===== src/rtl/updown_tick_counter_pkg.sv =====
// Shared definitions for the up/down tick counter: FSM state encoding,
// count-direction encoding and the clock-to-tick divide ratio.
package upcnt_pkg;

  typedef enum logic {
    ST_STOP = 1'b0,
    ST_RUN  = 1'b1
  } state_t;

  localparam logic DIR_UP   = 1'b0;
  localparam logic DIR_DOWN = 1'b1;

  function automatic int div_ratio(input int clk_hz, input int tick_hz);
    return clk_hz / tick_hz;
  endfunction

endpackage


===== src/rtl/updown_tick_counter_tick_gen.sv =====
// Clock-enable generator: one-cycle o_tick every CLK_HZ/TICK_HZ clocks while enabled.
// Tick is combinational from the divider register; no backpressure, restart zeroes the phase.
module tick_gen
  import upcnt_pkg::*;
#(
  parameter int CLK_HZ  = 100_000_000,
  parameter int TICK_HZ = 10
) (
  input  logic clk,
  input  logic reset,
  input  logic i_en,
  input  logic i_restart,
  output logic o_tick
);

  localparam int DIV = div_ratio(CLK_HZ, TICK_HZ);
  localparam int DW  = (DIV > 1) ? $clog2(DIV) : 1;
  localparam logic [DW-1:0] DIV_LAST = DW'(DIV - 1);

  logic [DW-1:0] div_cnt;

  // Disabled or restarted dividers go back to zero, so a pause discards the partial period.
  always_ff @(posedge clk or posedge reset) begin
    if (reset) begin
      div_cnt <= '0;
    end else if (i_restart || !i_en || (div_cnt == DIV_LAST)) begin
      div_cnt <= '0;
    end else begin
      div_cnt <= div_cnt + DW'(1);
    end
  end

  assign o_tick = i_en && (div_cnt == DIV_LAST);

endmodule


===== src/rtl/updown_tick_counter.sv =====
// Run/stop modulo-MODULUS up/down counter advanced by an internal tick; optional lap
// register under `LAP_CAPTURE_EN. Count updates one clock after a tick; no backpressure.
module updown_tick_counter
  import upcnt_pkg::*;
#(
  parameter int CLK_HZ  = 100_000_000,
  parameter int TICK_HZ = 10,
  parameter int MODULUS = 10_000,
  parameter int CW      = $clog2(MODULUS)
) (
  input  logic          clk,
  input  logic          reset,
  input  logic          i_start,
  input  logic          i_stop,
  input  logic          i_clr,
  input  logic          i_dir,
  input  logic          i_load,
  input  logic [CW-1:0] i_load_val,
  input  logic          i_lap,
  output logic [CW-1:0] o_count,
  output logic [CW-1:0] o_lap,
  output logic          o_wrap,
  output logic          o_running
);

  localparam logic [CW-1:0] CNT_MAX = CW'(MODULUS - 1);
  localparam logic [CW:0]   MOD_EXT = (CW + 1)'(MODULUS);

  state_t        state;
  logic          tick;
  logic          run_now;
  logic          start_ok;
  logic          load_big;
  logic [CW-1:0] load_clamped;

  assign run_now      = (state == ST_RUN);
  assign start_ok     = (state == ST_STOP) && i_start && !i_stop;
  assign load_big     = ({1'b0, i_load_val} >= MOD_EXT);
  assign load_clamped = load_big ? CNT_MAX : i_load_val;

  tick_gen #(
    .CLK_HZ  (CLK_HZ),
    .TICK_HZ (TICK_HZ)
  ) u_tick_gen (
    .clk       (clk),
    .reset     (reset),
    .i_en      (run_now),
    .i_restart (start_ok),
    .o_tick    (tick)
  );

  // Stop dominates start so a simultaneous pair never leaves the counter running.
  always_ff @(posedge clk or posedge reset) begin
    if (reset) begin
      state     <= ST_STOP;
      o_running <= 1'b0;
    end else begin
      case (state)
        ST_STOP: begin
          if (i_start && !i_stop) begin
            state     <= ST_RUN;
            o_running <= 1'b1;
          end
        end
        ST_RUN: begin
          if (i_stop) begin
            state     <= ST_STOP;
            o_running <= 1'b0;
          end
        end
        default: begin
          state     <= ST_STOP;
          o_running <= 1'b0;
        end
      endcase
    end
  end

  // Uses the current state, so a tick coinciding with i_stop still advances the count.
  always_ff @(posedge clk or posedge reset) begin
    if (reset) begin
      o_count <= '0;
      o_wrap  <= 1'b0;
    end else begin
      o_wrap <= 1'b0;
      if (run_now) begin
        if (tick) begin
          if (i_dir == DIR_DOWN) begin
            if (o_count == '0) begin
              o_count <= CNT_MAX;
              o_wrap  <= 1'b1;
            end else begin
              o_count <= o_count - CW'(1);
            end
          end else begin
            if (o_count == CNT_MAX) begin
              o_count <= '0;
              o_wrap  <= 1'b1;
            end else begin
              o_count <= o_count + CW'(1);
            end
          end
        end
      end else if (i_clr) begin
        o_count <= '0;
      end else if (i_load) begin
        o_count <= load_clamped;
      end
    end
  end

`ifdef LAP_CAPTURE_EN
  // Captures the pre-tick count; clear in STOP wipes the lap as well.
  always_ff @(posedge clk or posedge reset) begin
    if (reset) begin
      o_lap <= '0;
    end else if (!run_now && i_clr) begin
      o_lap <= '0;
    end else if (i_lap) begin
      o_lap <= o_count;
    end
  end
`else
  logic unused_lap;
  assign unused_lap = i_lap;
  assign o_lap      = '0;
`endif

endmodule

===== config.mk =====
export PLATFORM = sky130hd
export DESIGN_NAME = updown_tick_counter
export DESIGN_NICKNAME = d
export VERILOG_FILES = /design/src/rtl/updown_tick_counter_pkg.sv /design/src/rtl/updown_tick_counter_tick_gen.sv /design/src/rtl/updown_tick_counter.sv
export SDC_FILE = /design/constraint.sdc
export NUM_CORES = 1
export LEC_CHECK = 0
export BUFFER_PORTS_ARGS = -buffer_cell sky130_fd_sc_hd__buf_2
export CAP_MARGIN = 20
export CORE_ASPECT_RATIO = 1.75
export CORE_UTILIZATION = 35
export CTS_BUF_LIST = sky130_fd_sc_hd__clkbuf_8 sky130_fd_sc_hd__clkbuf_16
export CTS_CLUSTER_SIZE = 28
export DETAILED_ROUTE_END_ITERATION = 7
export HOLD_SLACK_MARGIN = 0.1
export PLACE_DENSITY = 0.63
export SETUP_SLACK_MARGIN = 0.15
export SKIP_LAST_GASP = 1
export SLEW_MARGIN = 20
export SYNTH_ARGS = -nofsm -noshare
export SYNTH_HDL_FRONTEND = slang
export SYNTH_SLANG_ARGS = --single-unit

===== constraint.sdc =====
create_clock -name clk -period 2 [get_ports clk]
set_clock_uncertainty 0.05 [all_clocks]
set_input_delay 0.2 -clock clk [delete_from_list [all_inputs] [get_ports clk]]
set_output_delay 0.2 -clock clk [all_outputs]
set_load 0.05 [all_outputs]

==> results of run 1 <==
-- cell families (layout without fill, tap and decap cells) --
logic type                 Yosys count  count (layout)
adders and majority gates            3               3
DFF                                 41              41
AOI/OAI and AO/OA                   72              73
other                                1              14
buffers and inverters               42             106
xor gates and xnor gates            27              27
muxes                                3               3
and+or+nand+nor                    146             146
-- what timing repair did --
| action | CTS | global route |
|---|---|---|
| setup buffers | 8 | 6 |
| resized for setup | 17 | 31 |
| hold buffers | 2 | 0 |
| cloned | 1 | 0 |
| endpoints found under the setup margin | 14 | 38 |
| hold endpoints to repair | 42 | 0 |
| pin swaps | 20 | 20 |
-- final timing paths --
kind	start	to	slack (ns)	depth (start not counted)
hold reg to reg	o_running	o_running	0.45	1
hold / removal	i_start	run_now	0.10	3
max in group asynchronous	reset	o_count[4]	0.94	4
setup reg to reg	o_count[10]	o_count[7]	0.08	7
min in group asynchronous	reset	o_count[3]	0.55	4
setup / recovery	o_count[10]	o_count[7]	0.08	7
-- power breakdown --
part / total (mW) / switching [mW] / internal, mW
combinational: 1.02 / 0.650 / 0.374
sequential: 0.987 / 0.0920 / 0.895
clock: 0.770 / 0.317 / 0.453
-- critical path, delay by kind of cell (launching register included) --
family,cells,cell delay [ns]
compound gates,2,0.30
buf+inv,1,0.14
flops,1,0.51
simple gates,4,0.78
-- state kept, by name, summed over array words and instances (netlist names) --
register / flops
u_tick_gen.div_cnt: 24
o_count: 14
o_running: 1
o_wrap: 1
run_now: 1
-- per-stage QoR --
step           area, sq um  setup slack (ns)  hold WS [ns]  std cells  total power [mW]
2_1_floorplan         2920           -0.0139         0.216        348              1.65
3_3_place_gp          3280            0.0235         0.316        478              1.88
3_5_place_dp          3280          -0.00256         0.321        478              1.89
4_1_cts               3590             0.118         0.106        497              2.74
5_1_grt               3740          -0.00517         0.114        503              2.92
6_report              3740            0.0751         0.102        503              2.78
-- metal layers --
metal	wire length (um)	up-vias	GRT usage, %
li1	-	1323	-
met1	2860	1316	19.6
met2	4580	75	37.3
met3	264	25	3.17
met4	347	0	11.0
met5	0	-	0
-- placed cells by master, fill, tap and decap left out, types with 8 or more instances in the layout --
cell	instances
nor2_1	46
buf_4	43
buf_2	36
dfrtp_1	30
nand2_1	23
nand3_1	20
xor2_1	18
a21oi_1	14
conb_1	14
dfrtp_2	11
xnor2_1	9
o21ai_1	8
o21ai_0	8
-- final cells by class --
cell class	count	area [sq um]	share of cell area (%)
clock buffer	5	125	3.34
clock inverter	3	13.8	0.368
inverter	9	33.8	0.902
multi-input combinational	266	1800	48.1
sequential	41	1040	27.8
tap	90	113	3.01
timing repair buffer	89	617	16.5
==> results.json, run 1 <==
{
  "synth_edf_count": 0,
  "track_usage_pct": 19.6,
  "min_period_ns": 1.92,
  "synth_warnings": 0,
  "place_hpwl_um": 5730,
  "synthMuxAreaShare_pct": 1.07,
  "drv_slew": 0,
  "synth_cell_types": 57,
  "hold_viol": 0,
  "core_area_sq_um": 7860,
  "netlist_area_sq_um": 2820,
  "synth_top_cell_area_share_pct": 36.4,
  "cp_slowest_cell": "dfrtp_1",
  "die_h_um": 121,
  "antenna_found_initial": 0,
  "setup_viol": 0,
  "cp_max_fo": 7,
  "cts_root_buf": "clkbuf_16",
  "synth_compound_area_share_pct": 17.1,
  "max_freq_mhz": 520,
  "synthSimpleGateAreaFrac_pct": 27.2,
  "rows": 43,
  "tightestPinTransition_ns": 0.542,
  "wl_per_cell_um": 16.0,
  "synthCells": 335,
  "pwr_density_cell_nw_per_um2": 743,
  "syn_to_final_growth_pct": 32.9,
  "first_pass_iters": 5,
  "maxCapViolations": 0,
  "cp-start-kind": "register",
  "vias": 2739,
  "die_area_sq_um": 8430,
  "end_kind": "register",
  "synth.area.top_cells": "dfrtp_1, nor2_1, xor2_1",
  "numPortBuffers": 36,
  "cp.required_ns": 2.11,
  "grt_pass1_vias": 2772,
  "path_class": "reg -> reg",
  "drive_gt1_share_pct": 36.8,
  "cts_tree": "built",
  "grt_pass1_wl_um": 13100,
  "clkTransAtPathRegs_ns": 0.06,
  "fin_util_pct": 47.7,
  "clk_path_buf_depth": 2,
  "hp-class": "in -> reg",
  "crit_chain": "nor4bb_4, nand4_1, nand2_2, buf_4, nor3_2, o311ai_2, a21oi_1",
  "numCtsBuffers": 5,
  "synthArstFlopShare_pct": 100,
  "clock_latency_ns": 0.28,
  "slowest_delay_ns": 0.51,
  "power_leakage_nw": 1.61,
  "slew_headroom_pct": 63.9,
  "antenna_left": 0,
  "drc": 0,
  "yosysMostFrequentCell": "nor2_1",
  "fillers": 748,
  "synth_commonest_cells": "nor2_1, dfrtp_1, nand2_1",
  "grt_max_degree": 42,
  "avgSynthCellArea_sq_um": 8.41,
  "seq_area_frac_synth_pct": 36.4,
  "drt_iter0_markers": 270,
  "worst_ep_arrival_time_ns": 2.03,
  "synth_top_family_by_area": "simple AND/OR/NAND/NOR gates",
  "initial_core_util_pct": 35.9,
  "gp_congestion": 0.957,
  "grt_overflow": 0,
  "cts_max_level": 2,
  "routed_wl_um": 8050,
  "final_nets": 437,
  "rsz0062_at_grt": "yes",
  "period_share_pct": 96.2,
  "synth-xor-area-share_pct": 8.39,
  "clock-sinks": 41,
  "diodes": 0,
  "io_pins": 52,
  "tns_ns": 0,
  "synth_ff_type": "dfrtp_1",
  "synth_seq_cells": 41,
  "via_per_inst": 5.45,
  "ir_drop_mv": 0.435,
  "outcome": "finished clean",
  "yosys.area.top_type": "dfrtp_1",
  "synthAdderAreaFrac_pct": 1.33,
  "die_w_um": 69.8
}
(Power assumes the default switching activity.)
==> run 2, diff against run 1 <==
- REMOVE_ABC_BUFFERS: unset -> 1
- clock period: 2 -> 1.7 ns (I/O delays scaled with it)
==> run 2 against run 1 <==
The run now ends with negative setup slack left. Clock power up 17%. Combinational power up 31%. Sequential share of layout area down 2.5 points. Register-to-register slack worse by 0.39 ns. Critical path depth up 1. Die area unchanged. Worst setup slack worse by 0.39 ns. Global-route usage up 2.1 points. Via count up 8.4%. Design area up 8.3%. Hold slack better by 0.073 ns. Final cell count up 9.7%. Critical endpoint is now o_count[13].
==> results.json, run 2 (synthesis results as in run 1) <==
{
  "initial_core_util_pct": 35.9,
  "vias": 2968,
  "tns_ns": -5.99,
  "via_per_inst": 5.38,
  "fin_util_pct": 51.6,
  "fillers": 740,
  "layout_setup_ws_ns": -0.319,
  "hp-class": "in -> reg",
  "grt_pass1_vias": 3047,
  "clock_latency_ns": 0.28,
  "cts_tree": "built",
  "io_pins": 52,
  "die_h_um": 121,
  "largest_reg_flops": 24,
  "grt_max_degree": 42,
  "maxCapViolations": 0,
  "final_nets": 486,
  "ir_drop_mv": 0.478,
  "clkTransAtPathRegs_ns": 0.06,
  "cp_max_fo": 6,
  "numPortBuffers": 36,
  "worst_ep_arrival_time_ns": 2.12,
  "regArea_sq_um": 1030,
  "clock-sinks": 41,
  "cp.required_ns": 1.80,
  "rows": 43,
  "routed_wl_um": 8970,
  "grt_overflow": 0,
  "multi_input_area_sq_um": 1740,
  "drc": 0,
  "max_freq_mhz": 495,
  "min_period_ns": 2.02,
  "place_hpwl_um": 6530,
  "track_usage_pct": 21.7,
  "mostFrequentLayoutCell": "buf_4",
  "drv_slew": 0,
  "drt_iter0_markers": 111,
  "cts_max_level": 2,
  "violations": "negative setup slack",
  "numCtsBuffers": 5,
  "drive_gt1_share_pct": 37.2,
  "power_leakage_nw": 1.89,
  "gp_congestion": 0.968,
  "cts_root_buf": "clkbuf_16",
  "rsz0062_at_grt": "yes",
  "first_pass_iters": 4,
  "die_area_sq_um": 8430,
  "hold_viol": 0,
  "final_cell_mix": "buf_4, nor2_1, dfrtp_1",
  "clk_path_buf_depth": 2,
  "end_kind": "register",
  "setup_viol": 38,
  "regMostFlops": "u_tick_gen.div_cnt",
  "die_w_um": 69.8,
  "path_class": "reg -> reg",
  "cp-start-kind": "register",
  "antenna_left": 0,
  "diodes": 0,
  "slew_headroom_pct": 64.1,
  "wl_per_cell_um": 16.2,
  "grt_pass1_wl_um": 14200,
  "reg.largest.list": "u_tick_gen.div_cnt x24, o_count x14",
  "final_cells": 552,
  "core_area_sq_um": 7860,
  "dp_slack_ns": -0.388,
  "syn_to_final_growth_pct": 43.9,
  "period_share_pct": 119,
  "dpl_cell_area_sq_um": 3620,
  "tightestPinTransition_ns": 0.539,
  "dp.cells": 530,
  "antenna_found_initial": 0,
  "stdcell_area_sq_um": 4050,
  "pwr_density_cell_nw_per_um2": 830,
  "outcome": "finished with violations"
}
-- run 2: cell count changes in the layout (fill, tap and decap cells not counted), moves of 3 or more --
cell,before,now
buf_4,43,90
dfrtp_1,30,41
inv_1,7,11
and4_4,4,1
nor3_2,4,0
o21ai_1,8,3
dfrtp_2,11,0
o21ai_2,2,5
nor3_1,2,6
and4_1,4,8
-- run 2: power by group --
part	internal [mW]	switching [mW]	leakage (nW)	total [mW]
sequential	1.04	0.0765	0.543	1.12
combinational	0.513	0.826	1.27	1.34
clock	0.529	0.376	0.0776	0.904
total	2.09	1.28	1.89	3.36
-- run 2: path summary, 6_finish.rpt --
path,startpoint,slack [ns],depth (start not counted),to
setup / recovery,o_count[0],-0.32,8,o_count[13]
hold / removal,i_load_val[3],0.17,3,o_count[3]
setup reg to reg,o_count[0],-0.32,8,o_count[13]
hold reg to reg,o_running,0.46,1,o_running
max in group asynchronous,reset,0.70,4,o_count[11]
min in group asynchronous,reset,0.53,4,o_count[6]
-- run 2: cell type report --
cell class | count | area share [%]
timing repair buffer | 138 | 24.9
clock inverter | 3 | 0.278
inverter | 9 | 0.833
multi-input combinational | 266 | 42.8
sequential | 41 | 25.3
tap | 90 | 2.78
clock buffer | 5 | 3.09
-- run 2: timing repair --
item | in CTS | in global routing
setup endpoints to repair | 38 | 39
pin swaps | 7 | 0
buffers inserted | 6 | 2
gates resized for setup | 22 | 16
hold buffers | 4 | 0
gates cloned | 1 | 1
endpoints found under the hold margin | 43 | 0
-- run 2: layer usage --
metal / wire length [um] / track usage, % / up-vias
li1: - / - / 1418
met5: 0 / 0 / -
met2: 5080 / 41.8 / 93
met4: 465 / 15.5 / 0
met1: 3150 / 20.3 / 1427
met3: 271 / 2.83 / 30
-- run 2: through the flow --
step                      hold slack (ns)  power (mW)
after floorplan                     0.186        1.82
after global placement              0.280        2.34
after detailed placement            0.282        2.34
after CTS                           0.170        3.34
after global routing                0.190        3.51
final                               0.175        3.36
-- run 2: critical path, stage by stage, from the launching register on --
cell     delay, ns
dfrtp_1       0.39
buf_4         0.14
buf_4         0.15
and4_1        0.21
and4_1        0.24
nand4_1       0.15
a22oi_1       0.09
a41oi_1       0.34
o21ai_1       0.12
==> run 3, diff against run 2 <==
--- a/config.mk
+++ b/config.mk
@@ -14,5 +14,5 @@
 export DETAILED_ROUTE_END_ITERATION = 7
 export HOLD_SLACK_MARGIN = 0.1
-export PLACE_DENSITY = 0.63
+export PLACE_DENSITY = 0.61
 export REMOVE_ABC_BUFFERS = 1
 export SETUP_SLACK_MARGIN = 0.15
@@ -21,3 +21,4 @@
 export SYNTH_ARGS = -nofsm -noshare
 export SYNTH_HDL_FRONTEND = slang
+export SYNTH_HIERARCHICAL = 1
 export SYNTH_SLANG_ARGS = --single-unit
==> constraint.sdc (replaced) <==
create_clock -name clk -period 2.6 [get_ports clk]
set_clock_uncertainty 0.05 [all_clocks]
set_input_delay 0.39 -clock clk [delete_from_list [all_inputs] [get_ports clk]]
set_output_delay 0.39 -clock clk [all_outputs]
set_load 0.05 [all_outputs]
==> run 3 against run 2 <==
The flow now finishes without violations. Routed wire length down 5.9%. Die area up 4.9%. Sequential power down 33%. Via count down 5.0%. Final cell count down 10%. Critical path depth down 1. Sequential share of layout area up 3.7 points. Clock power down 19%. First-iteration DRC count up 77%. Worst setup slack better by 0.60 ns. Design area down 13%. Hold slack better by 0.056 ns. Critical endpoint unchanged.
==> results.json, run 3 <==
{
  "grt_overflow": 0,
  "power.switching_mw": 0.701,
  "antenna_found_initial": 0,
  "vias": 2821,
  "synth.area.top_cells": "dfrtp_1, nor2_1, xnor2_1",
  "drt_iter0_markers": 196,
  "layout_setup_ws_ns": 0.284,
  "die_h_um": 124,
  "maxCapViolations": 0,
  "place_hpwl_um": 6420,
  "rr_worst_depth": 7,
  "cts_hold_buf": 0,
  "numCtsBuffers": 5,
  "synth_ff_type": "dfrtp_1",
  "end_kind": "register",
  "reg.largest.list": "u_tick_gen/div_cnt x24, o_count x14",
  "hp-class": "in -> async",
  "r2r-end": "o_count[13]",
  "cp.required_ns": 2.72,
  "cts_max_level": 2,
  "period_share_pct": 89.1,
  "fillers": 860,
  "min_period_ns": 2.32,
  "cts_root_buf": "clkbuf_16",
  "largest_reg_flops": 24,
  "ir_drop_mv": 0.288,
  "drive_gt1_share_pct": 23.6,
  "hold_viol": 0,
  "grt_max_degree": 25,
  "cts_tree": "built",
  "mostFrequentLayoutCell": "dfrtp_1",
  "grt_pass1_vias": 2762,
  "hold_ws_ns": 0.231,
  "clk_path_buf_depth": 2,
  "track_usage_pct": 19.9,
  "synth_top_cell_area_share_pct": 34.7,
  "drv_slew": 0,
  "rsz0062_at_grt": "yes",
  "reg2reg_from": "u_tick_gen/div_cnt[14]",
  "clock-sinks": 41,
  "synth_warnings": 6,
  "drc": 0,
  "seq_area_frac_synth_pct": 34.7,
  "first_pass_iters": 4,
  "p_int_mw": 1.32,
  "clock_latency_ns": 0.28,
  "slew_headroom_pct": 36.2,
  "worst_ep_arrival_time_ns": 2.44,
  "core_area_sq_um": 8260,
  "cp-start-kind": "register",
  "worstSetupStartpoint": "u_tick_gen/div_cnt[14]",
  "die_w_um": 71.5,
  "rows": 44,
  "die_area_sq_um": 8840,
  "outcome": "finished clean",
  "regMostFlops": "u_tick_gen/div_cnt",
  "antenna_left": 0,
  "pwr_density_cell_nw_per_um2": 572,
  "yosys.area.top_type": "dfrtp_1",
  "pwr-share-seq_pct": 37.2,
  "synthCells": 351,
  "syn_to_final_growth_pct": 19.6,
  "power_leakage_nw": 1.55,
  "final_nets": 427,
  "io_pins": 52,
  "cp-endpoint": "o_count[13]",
  "diodes": 0,
  "clkTransAtPathRegs_ns": 0.06,
  "avgSynthCellArea_sq_um": 8.43,
  "dp_slack_ns": 0.0703,
  "synth_edf_count": 0,
  "wl_per_cell_um": 17.0,
  "gp_congestion": 0.905,
  "synth_cell_types": 67,
  "path_class": "reg -> reg",
  "synth_commonest_cells": "dfrtp_1, nor2_1, nand2_1",
  "max_freq_mhz": 432,
  "pwr-share-comb_pct": 26.8,
  "yosysMostFrequentCell": "dfrtp_1",
  "setup_viol": 0,
  "grt_pass1_wl_um": 13400,
  "routed_wl_um": 8440,
  "netlist_area_sq_um": 2960,
  "numPortBuffers": 36,
  "initial_core_util_pct": 35.8,
  "cp_max_fo": 5,
  "via_per_inst": 5.70,
  "synth_seq_cells": 41,
  "switching_share_pct": 34.6,
  "tightestPinTransition_ns": 0.955,
  "final_cell_mix": "dfrtp_1, buf_2, nor2_1",
  "p_clk_share_pct": 36.0,
  "rrSetupSlack_ns": 0.28,
  "synthArstFlopShare_pct": 100
}
## run 3: worst max-delay path, stage by stage, from the launching register on
cell,delay (ns)
dfrtp_1,0.37
or2_2,0.29
or4_4,0.50
nor3_4,0.15
nand2b_4,0.16
o31ai_4,0.11
a221o_1,0.37
a211o_1,0.22
## run 3: cell families after synthesis
kind of cell	after synthesis	synth area share, %
buffers and inverters	45	8.20
other	1	0.127
XOR/XNOR	18	5.33
AO/OA/AOI/OAI	84	18.9
adder cells (fa/ha/maj)	3	1.27
AND/OR/NAND/NOR	156	30.4
flip-flops	41	34.7
multiplexers	3	1.10
## run 3: power groups by stage
stage          Combinational, mW  Clock (mW)  Sequential (mW)
2_1_floorplan              0.259           0            0.863
3_3_place_gp               0.527           0            0.761
3_5_place_dp               0.531           0            0.762
4_1_cts                    0.533       0.746            0.750
5_1_grt                    0.585       0.777            0.762
6_report                   0.543       0.729            0.753
## run 3: worst min-delay path by stage
stage | cells after the start | endpoint | slack, ns | startpoint
3_3_place_gp | 1 | o_running | 0.41 | o_running
5_1_grt | 2 | run_now | 0.25 | i_stop
3_5_place_dp | 1 | o_running | 0.42 | o_running
6_report | 2 | o_count[13] | 0.23 | reset
4_1_cts | 2 | run_now | 0.24 | i_stop
2_1_floorplan | 1 | o_count[0] | 0.27 | reset
## run 3: stage by stage
stage          setup TNS [ns]  utilization, %  total power, mW  std cells  area, sq um
5_1_grt                     0            42.9             2.12        495         3540
2_1_floorplan          -0.253               -             1.12        332         2820
4_1_cts                     0            42.0             2.03        491         3470
3_3_place_gp                0            39.8             1.29        483         3290
6_report                    0            42.9             2.02        495         3540
3_5_place_dp                0            39.8             1.29        483         3290
## run 3: cell type report
class / instances / area [sq um] / area share (%)
Multi-Input combinational cell: 278 / 1790 / 50.5
Sequential cell: 41 / 1030 / 29.0
Timing Repair Buffer: 63 / 390 / 11.0
Clock buffer: 6 / 139 / 3.92
Tap cell: 92 / 115 / 3.25
Inverter: 13 / 48.8 / 1.38
Clock inverter: 2 / 33.8 / 0.954
## run 3: routing by layer
metal	GRT usage (%)	wire length (um)	share of wire, %	vias to the layer above
li1	-	-	-	1364
met1	20.3	3060	36	1369
met2	38.5	4750	56	70
met3	2.10	224	2.7	18
met4	11.3	399	4.7	0
met5	0	0	0	-
## run 3: what timing repair did
action | in CTS | in global routing
setup endpoints to repair | 8 | 11
resized for setup | 1 | 11
pin swaps | 0 | 3
buffers inserted | 0 | 4
